$ cat src/rtl/loader_pkg.sv
// Shared definitions for the instruction loader: FSM states, stream
// constants and the instruction memory geometry.
// Optional build macro: LOADER_CHECKSUM_EN (adds the CHK state).
package loader_pkg;

    // Geometry of the instruction RAM this loader writes into.
    localparam int LDR_ADDR_W = 12;
    localparam int LDR_DATA_W = 17;
    localparam int LDR_DEPTH  = 2048;

    // Start-of-image marker.
    localparam logic [7:0] LDR_SYNC_BYTE = 8'hA5;

    // Each instruction word travels as this many bytes, LSB first.
    localparam int BYTES_PER_WORD = 3;

    typedef enum logic [3:0] {
        ST_IDLE   = 4'd0,
        ST_LEN_LO = 4'd1,
        ST_LEN_HI = 4'd2,
        ST_B0     = 4'd3,
        ST_B1     = 4'd4,
        ST_B2     = 4'd5,
        ST_DONE   = 4'd6,
        ST_ERR    = 4'd7
`ifdef LOADER_CHECKSUM_EN
        ,
        ST_CHK    = 4'd8
`endif
    } loader_state_e;

    // The top byte of a word only carries bit 16; anything in bits 7:1 is
    // a corrupted stream.
    function automatic logic pad_bits_set(input logic [7:0] top_byte);
        return |top_byte[7:1];
    endfunction

endpackage

$ cat src/rtl/instr_word_assembler.sv
// Collects the low bytes of an instruction word. The final (top) byte is
// not stored: the word and the padding flag are formed from the two held
// bytes plus the live byte, so the loader can decide and write on the same
// strobe that delivers the last byte.
module instr_word_assembler
    import loader_pkg::*;
(
    input  logic        clk,
    input  logic        rst,
    input  logic        load,
    input  logic [7:0]  byte_in,
    output logic [16:0] word_o,
    output logic        pad_err_o
);

    localparam int HELD_W = (BYTES_PER_WORD - 1) * 8;

    logic [HELD_W-1:0] held_q;
    logic [HELD_W-1:0] held_d;

    // Shift a new byte in from the top so the first byte ends up lowest.
    always_comb begin
        held_d = held_q;
        if (load) begin
            held_d = {byte_in, held_q[HELD_W-1:8]};
        end else begin
            held_d = held_q;
        end
    end

    // Byte holding register.
    always_ff @(posedge clk or posedge rst) begin
        if (rst) begin
            held_q <= '0;
        end else begin
            held_q <= held_d;
        end
    end

    assign word_o    = {byte_in[0], held_q};
    assign pad_err_o = pad_bits_set(byte_in);

endmodule

$ cat src/rtl/instr_loader.sv
// Instruction RAM writer: parses SYNC / length / word stream from the UART
// byte strobe, writes words into the instruction RAM and holds the core in
// reset until a complete image is in place.
// Optional build macro: LOADER_CHECKSUM_EN (trailing XOR checksum byte).
module instr_loader
    import loader_pkg::*;
#(
    parameter int         ADDR_W    = LDR_ADDR_W,
    parameter int         DATA_W    = LDR_DATA_W,
    parameter int         DEPTH     = LDR_DEPTH,
    parameter logic [7:0] SYNC_BYTE = LDR_SYNC_BYTE
) (
    input  logic              clk,
    input  logic              rst,
    input  logic              rx_valid,
    input  logic [7:0]        rx_data,
    output logic              wr_en,
    output logic [ADDR_W-1:0] wr_addr,
    output logic [DATA_W-1:0] wr_data,
    output logic              busy,
    output logic              done,
    output logic              err,
    output logic              core_hold
);

    localparam logic [15:0] DEPTH_W = 16'(DEPTH);

    loader_state_e     state_q, state_d;
    logic              wr_en_q, wr_en_d;
    logic [ADDR_W-1:0] wr_addr_q, wr_addr_d;
    logic [DATA_W-1:0] wr_data_q, wr_data_d;
    logic              busy_q, busy_d;
    logic              done_q, done_d;
    logic              err_q, err_d;
    logic              core_hold_q, core_hold_d;
    logic [7:0]        len_lo_q, len_lo_d;
    logic [ADDR_W-1:0] idx_q, idx_d;
    logic [ADDR_W-1:0] last_idx_q, last_idx_d;
`ifdef LOADER_CHECKSUM_EN
    logic [7:0]        xor_q, xor_d;
`endif

    logic              asm_load_s;
    logic [16:0]       word_s;
    logic              pad_err_s;
    logic [15:0]       n_s;

    assign n_s = {rx_data, len_lo_q};

    instr_word_assembler u_asm (
        .clk       (clk),
        .rst       (rst),
        .load      (asm_load_s),
        .byte_in   (rx_data),
        .word_o    (word_s),
        .pad_err_o (pad_err_s)
    );

    // Next-state and next-output logic; only strobed bytes move the FSM.
    always_comb begin
        state_d     = state_q;
        wr_en_d     = 1'b0;
        wr_addr_d   = wr_addr_q;
        wr_data_d   = wr_data_q;
        busy_d      = busy_q;
        done_d      = done_q;
        err_d       = err_q;
        core_hold_d = core_hold_q;
        len_lo_d    = len_lo_q;
        idx_d       = idx_q;
        last_idx_d  = last_idx_q;
        asm_load_s  = 1'b0;
`ifdef LOADER_CHECKSUM_EN
        xor_d       = xor_q;
`endif
        if (rx_valid) begin
            case (state_q)
                ST_IDLE, ST_DONE, ST_ERR: begin
                    if (rx_data == SYNC_BYTE) begin
                        state_d     = ST_LEN_LO;
                        busy_d      = 1'b1;
                        core_hold_d = 1'b1;
                        done_d      = 1'b0;
                        err_d       = 1'b0;
                        idx_d       = '0;
`ifdef LOADER_CHECKSUM_EN
                        xor_d       = 8'h00;
`endif
                    end else begin
                        state_d = state_q;
                    end
                end
                ST_LEN_LO: begin
                    len_lo_d = rx_data;
                    state_d  = ST_LEN_HI;
                end
                ST_LEN_HI: begin
                    if (n_s == 16'd0) begin
`ifdef LOADER_CHECKSUM_EN
                        state_d     = ST_CHK;
`else
                        state_d     = ST_DONE;
                        busy_d      = 1'b0;
                        done_d      = 1'b1;
                        core_hold_d = 1'b0;
`endif
                    end else if (n_s > DEPTH_W) begin
                        state_d     = ST_ERR;
                        busy_d      = 1'b0;
                        err_d       = 1'b1;
                        core_hold_d = 1'b1;
                    end else begin
                        state_d    = ST_B0;
                        idx_d      = '0;
                        last_idx_d = n_s[ADDR_W-1:0] - ADDR_W'(1);
                    end
                end
                ST_B0: begin
                    asm_load_s = 1'b1;
                    state_d    = ST_B1;
                end
                ST_B1: begin
                    asm_load_s = 1'b1;
                    state_d    = ST_B2;
                end
                ST_B2: begin
                    if (pad_err_s) begin
                        state_d     = ST_ERR;
                        busy_d      = 1'b0;
                        err_d       = 1'b1;
                        core_hold_d = 1'b1;
                    end else begin
                        wr_en_d   = 1'b1;
                        wr_addr_d = idx_q;
                        wr_data_d = word_s;
                        if (idx_q == last_idx_q) begin
`ifdef LOADER_CHECKSUM_EN
                            state_d     = ST_CHK;
`else
                            state_d     = ST_DONE;
                            busy_d      = 1'b0;
                            done_d      = 1'b1;
                            core_hold_d = 1'b0;
`endif
                        end else begin
                            idx_d   = idx_q + ADDR_W'(1);
                            state_d = ST_B0;
                        end
                    end
                end
`ifdef LOADER_CHECKSUM_EN
                ST_CHK: begin
                    if (rx_data == xor_q) begin
                        state_d     = ST_DONE;
                        busy_d      = 1'b0;
                        done_d      = 1'b1;
                        core_hold_d = 1'b0;
                    end else begin
                        state_d     = ST_ERR;
                        busy_d      = 1'b0;
                        err_d       = 1'b1;
                        core_hold_d = 1'b1;
                    end
                end
`endif
                default: begin
                    state_d     = ST_IDLE;
                    busy_d      = 1'b0;
                    done_d      = 1'b0;
                    err_d       = 1'b0;
                    core_hold_d = 1'b1;
                end
            endcase
`ifdef LOADER_CHECKSUM_EN
            // Every byte after SYNC up to the checksum itself is folded in.
            if (state_q == ST_LEN_LO || state_q == ST_LEN_HI ||
                state_q == ST_B0 || state_q == ST_B1 || state_q == ST_B2) begin
                xor_d = xor_q ^ rx_data;
            end else begin
                xor_d = xor_d;
            end
`endif
        end else begin
            state_d = state_q;
        end
    end

    // State, counters and registered outputs.
    always_ff @(posedge clk or posedge rst) begin
        if (rst) begin
            state_q     <= ST_IDLE;
            wr_en_q     <= 1'b0;
            wr_addr_q   <= '0;
            wr_data_q   <= '0;
            busy_q      <= 1'b0;
            done_q      <= 1'b0;
            err_q       <= 1'b0;
            core_hold_q <= 1'b1;
            len_lo_q    <= 8'h00;
            idx_q       <= '0;
            last_idx_q  <= '0;
`ifdef LOADER_CHECKSUM_EN
            xor_q       <= 8'h00;
`endif
        end else begin
            state_q     <= state_d;
            wr_en_q     <= wr_en_d;
            wr_addr_q   <= wr_addr_d;
            wr_data_q   <= wr_data_d;
            busy_q      <= busy_d;
            done_q      <= done_d;
            err_q       <= err_d;
            core_hold_q <= core_hold_d;
            len_lo_q    <= len_lo_d;
            idx_q       <= idx_d;
            last_idx_q  <= last_idx_d;
`ifdef LOADER_CHECKSUM_EN
            xor_q       <= xor_d;
`endif
        end
    end

    assign wr_en     = wr_en_q;
    assign wr_addr   = wr_addr_q;
    assign wr_data   = wr_data_q;
    assign busy      = busy_q;
    assign done      = done_q;
    assign err       = err_q;
    assign core_hold = core_hold_q;

endmodule
$ cat config.mk
export PLATFORM = sky130hd
export DESIGN_NAME = instr_loader
export DESIGN_NICKNAME = d
export VERILOG_FILES = /design/src/rtl/loader_pkg.sv /design/src/rtl/instr_word_assembler.sv /design/src/rtl/instr_loader.sv
export SDC_FILE = /design/constraint.sdc
export NUM_CORES = 1
export LEC_CHECK = 0
export CAP_MARGIN = 5
export CORE_UTILIZATION = 45
export CTS_CLUSTER_DIAMETER = 120
export DETAILED_ROUTE_END_ITERATION = 7
export PLACE_DENSITY = 0.7
export SYNTH_ARGS = -nofsm -noshare
export SYNTH_HDL_FRONTEND = slang
export SYNTH_SLANG_ARGS = --single-unit
export TNS_END_PERCENT = 30
$ cat constraint.sdc
create_clock -name clk -period 2.4 [get_ports clk]
set_input_delay 0.24 -clock clk [delete_from_list [all_inputs] [get_ports clk]]
set_output_delay 0.24 -clock clk [all_outputs]
set_load 0.01 [all_outputs]
==> results by group <==
Worst setup path
  – CP required: 2.69 ns
  – Crit path max fanout: 5
  – Largest delay contributor family on the critical path: compound AO/OA/AOI/OAI gates
  – Cell count of the worst reg-to-reg path: 8
  – Reg2reg end: idx_q[10]
  – Crit. path cell count: 8
  – Startpoint types: flop
  – Critical Path Sink Type: flop
  – Worst path arrival time: 2.55 ns
  – Critical path class: reg -> reg
  – Cells traversed along the worst timing path: inv_1 > ha_1 > nor4b_4 > a31o_2 > a31oi_2 > a211o_1 > or3_1 > a21oi_1
  – Capture point of the worst path: idx_q[10]
  – Origin of the worst setup path: len_lo_q[0]
  – Critical Path Max Stage Delay: 0.42 ns
  – R2R Setup Slk: 0.14 ns
  – R2r startpoint: len_lo_q[0]
  – Crit-path slowest cell: dfrtp_1
  – Buf+Inv Stages, Crit Path: 1

CTS
  – CTS Sinks: 85
  – CTS tree: done
  – CTS buffer count: 9
  – Clock transition at the registers of the reported paths: 0.09 ns
  – CTS HTree Levels: 3
  – Clk_lat worst skew: 0.37 ns
  – Worst-case clock buffer depth: 2
  – Postcts setup bufs: 0
  – Clk root buf: clkbuf_8

Global routing
  – First-pass GRT wire length: 15,100 um
  – M1 GR Usage: 0.289
  – Initial antenna violation count: 0
  – Largest net degree at the start of global routing: 86
  – Most Crowded Layer GR: met2
  – Global Route Usage Sum: 0.217
  – Met2 Usage GRT: 0.357
  – Met3 Use GR: 0.0258
  – Grt total ovfl: 0
  – Vias in the first global route: 3,123

Timing
  – Setup TNS: 0 ns
  – Clk_skew: 0.00834 ns
  – Final setup violation count: 0
  – Min Clock Period, post-route: 2.26 ns
  – Final Hold Vio Count: 0
  – Final Max Slew Viols: 0
  – Fmax: 443 MHz
  – Min Hold Slack: 0.313 ns
  – Tcrit/Tclk final: 0.941
  – Worst Tran Pin Value: 0.472 ns
  – Relative slew margins: 0.685

Logic synthesis
  – Post-synth EDFFs: 0
  – Mapped Area: 0.00403 mm2
  – Synthesized instance count: 411
  – Yosys warnings: 0
  – Mapped Nets: 425
  – Main synth FF type: dfrtp_1
  – FF+latch count, synth: 85
  – Register area share after synthesis: 0.529
  – Avg Cell Area, Syn: 9.79 um2
  – Async set-reset flop share out of synthesis: 1.00
  – Yosys cell types: 51

Hold path
  – Min-delay worst type: in -> async

Pwr
  – Maximum vdd drop: 0.000450 V
  – Leak: 2.29 nW
  – Power Density: 930 mW/mm2

Die
  – FP Rows: 34
  – Initial Util: 0.464
  – Die ar.: 0.00933 mm2
  – CORE AREA: 0.00868 mm2
  – Chip Width: 96.6 um
  – Die Height: 96.6 um
  – I/O pin total: 45

Final layout
  – Filler cells: 775
  – Ant. Diodes: 0
  – Final nets: 494
  – Share of cells above drive strength 1: 0.177
  – Post-Layout Inst Area: 0.00504 mm2
  – Area Growth Syn to Fin: 25.1%
  – Final std cells w/o fill: 593
  – Final Util: 0.580

Routing
  – DRT iter0 DRCs: 175
  – Final Routed Wirelength: 9130 um
  – Wire per inst: 15.4 um
  – Via/cell ratio: 5.39
  – First-pass DRT Iterations: 4
  – Drc violations: 0
  – Antenna viol nets, final: 0
  – Vias: 3,199

Place
  – DP HPWL: 6600 um
  – Routability cong.: 0.847
  – Placed inst area: 0.00478 mm2
  – Placed cells: 577
  – Port bufs: 44

Job
  – Max-cap check violation count: 0

Status
  – Status: complete, no violations
cell usage in the layout, fill, tap and decap left out, drive strengths merged, types with 4 or more instances in the layout:
master and count:
clkbuf 10, inv 11, clkdlybuf4s50 44, xnor2 16, dfrtp 84, buf 33
mux2 21, nor3 4, nand4 7, a21oi 10, or3 5, nor2 14
xor2 4, and2 7, nand3 8, o21ai 32, a21o 4, nor2b 4
nor4 5, nand2 118, o31ai 6
metrics by stage:
step                setup slack [ns]  power, mW
floorplan                      0.416       3.00
global placement            -0.00650       3.43
detailed placement            -0.101       3.50
CTS                           0.0647       4.66
global route                 -0.0211       4.96
finish                         0.142       4.68
cell families (layout without fill, tap and decap cells):
| group | count (synthesis) | in the layout | synth area share |
|---|---|---|---|
| buffers and inverters | 28 | 102 | 0.0289 |
| DFF | 85 | 85 | 0.529 |
| muxes | 21 | 21 | 0.0588 |
| AOI/OAI and AO/OA | 71 | 71 | 0.111 |
| adders and majority gates | 3 | 3 | 0.00933 |
| xor gates and xnor gates | 20 | 20 | 0.0435 |
| and+or+nand+nor | 183 | 183 | 0.219 |
cell type report:
class	instances	area, um2	area share
timing repair buffer	77	701	0.139
clock buffer	10	128	0.0253
multi-input combinational	298	1810	0.360
inverter	9	37.5	0.00745
sequential	85	2130	0.423
clock inverter	6	93.8	0.0186
tap	108	135	0.0268
worst min path at each step:
stage / startpoint / to
after global placement: u_asm.held_q[2] / wr_data[2]
after CTS: rst / wr_data[6]
after global routing: rst / wr_data[3]
final: rst / wr_data[8]
after floorplan: rx_data[1] / len_lo_q[1]
after detailed placement: u_asm.held_q[2] / wr_data[2]
state kept, by name, indices dropped and copies added (netlist names):
register and count:
last_idx_q 12, idx_q 12, core_hold 1, state_q 3
done 1, len_lo_q 8, wr_en 1, wr_data 17
u_asm.held_q 16, wr_addr 12, busy 1, err 1
worst reg2reg max path, cell delays in order, from the launching register on:
cell and delay (ns):
dfrtp_1 0.42, inv_1 0.11, ha_1 0.16, nor4b_4 0.25
a31o_2 0.23, a31oi_2 0.16, a211o_1 0.32, or3_1 0.37
a21oi_1 0.16
per-layer routing:
layer / wire, um / part of all wire
met1: 4230 / 0.46
met2: 4530 / 0.50
met3: 190 / 0.021
met4: 179 / 0.020
met5: 0 / 0
report_power, final:
group,internal (mW),leakage (nW),switching [mW],total [mW]
logic,0.721,1.05,0.688,1.41
registers,1.76,1.12,0.362,2.12
clock network,0.600,0.113,0.557,1.16
total,3.08,2.29,1.61,4.68
synthesized netlist by cell type, types with 2 or more instances:
master      n  share of area
a211oi_1    2         0.0037
a21o_1      4         0.0075
a21oi_1    10          0.012
a22o_1      2         0.0044
a31o_2      2         0.0044
and2_1      7          0.011
and3_1      2         0.0031
buf_1       2         0.0019
buf_2       6         0.0075
clkbuf_1   10         0.0093
dfrtp_1    84           0.52
ha_1        3         0.0093
inv_1       9         0.0084
mux2_2     21          0.059
nand2_1   118           0.11
nand2b_1    2         0.0031
nand3_1     8         0.0099
nand4_1     7          0.011
nor2_1     14          0.013
nor2b_1     4         0.0062
nor3_1      4         0.0050
nor4_4      3          0.016
nor4b_2     2         0.0075
o21a_1      2         0.0037
o21ai_0    30          0.037
o21ai_1     2         0.0025
o31ai_1     6          0.011
or3_1       4         0.0062
xnor2_1    16          0.035
xor2_1      4         0.0087
repair_timing:
action,in CTS,in global routing
gates resized for setup,0,5
endpoints found under the hold margin,0,0
hold buffers,0,0
endpoints found under the setup margin,0,11
No activity file was read; power rests on OpenSTA's default activity.
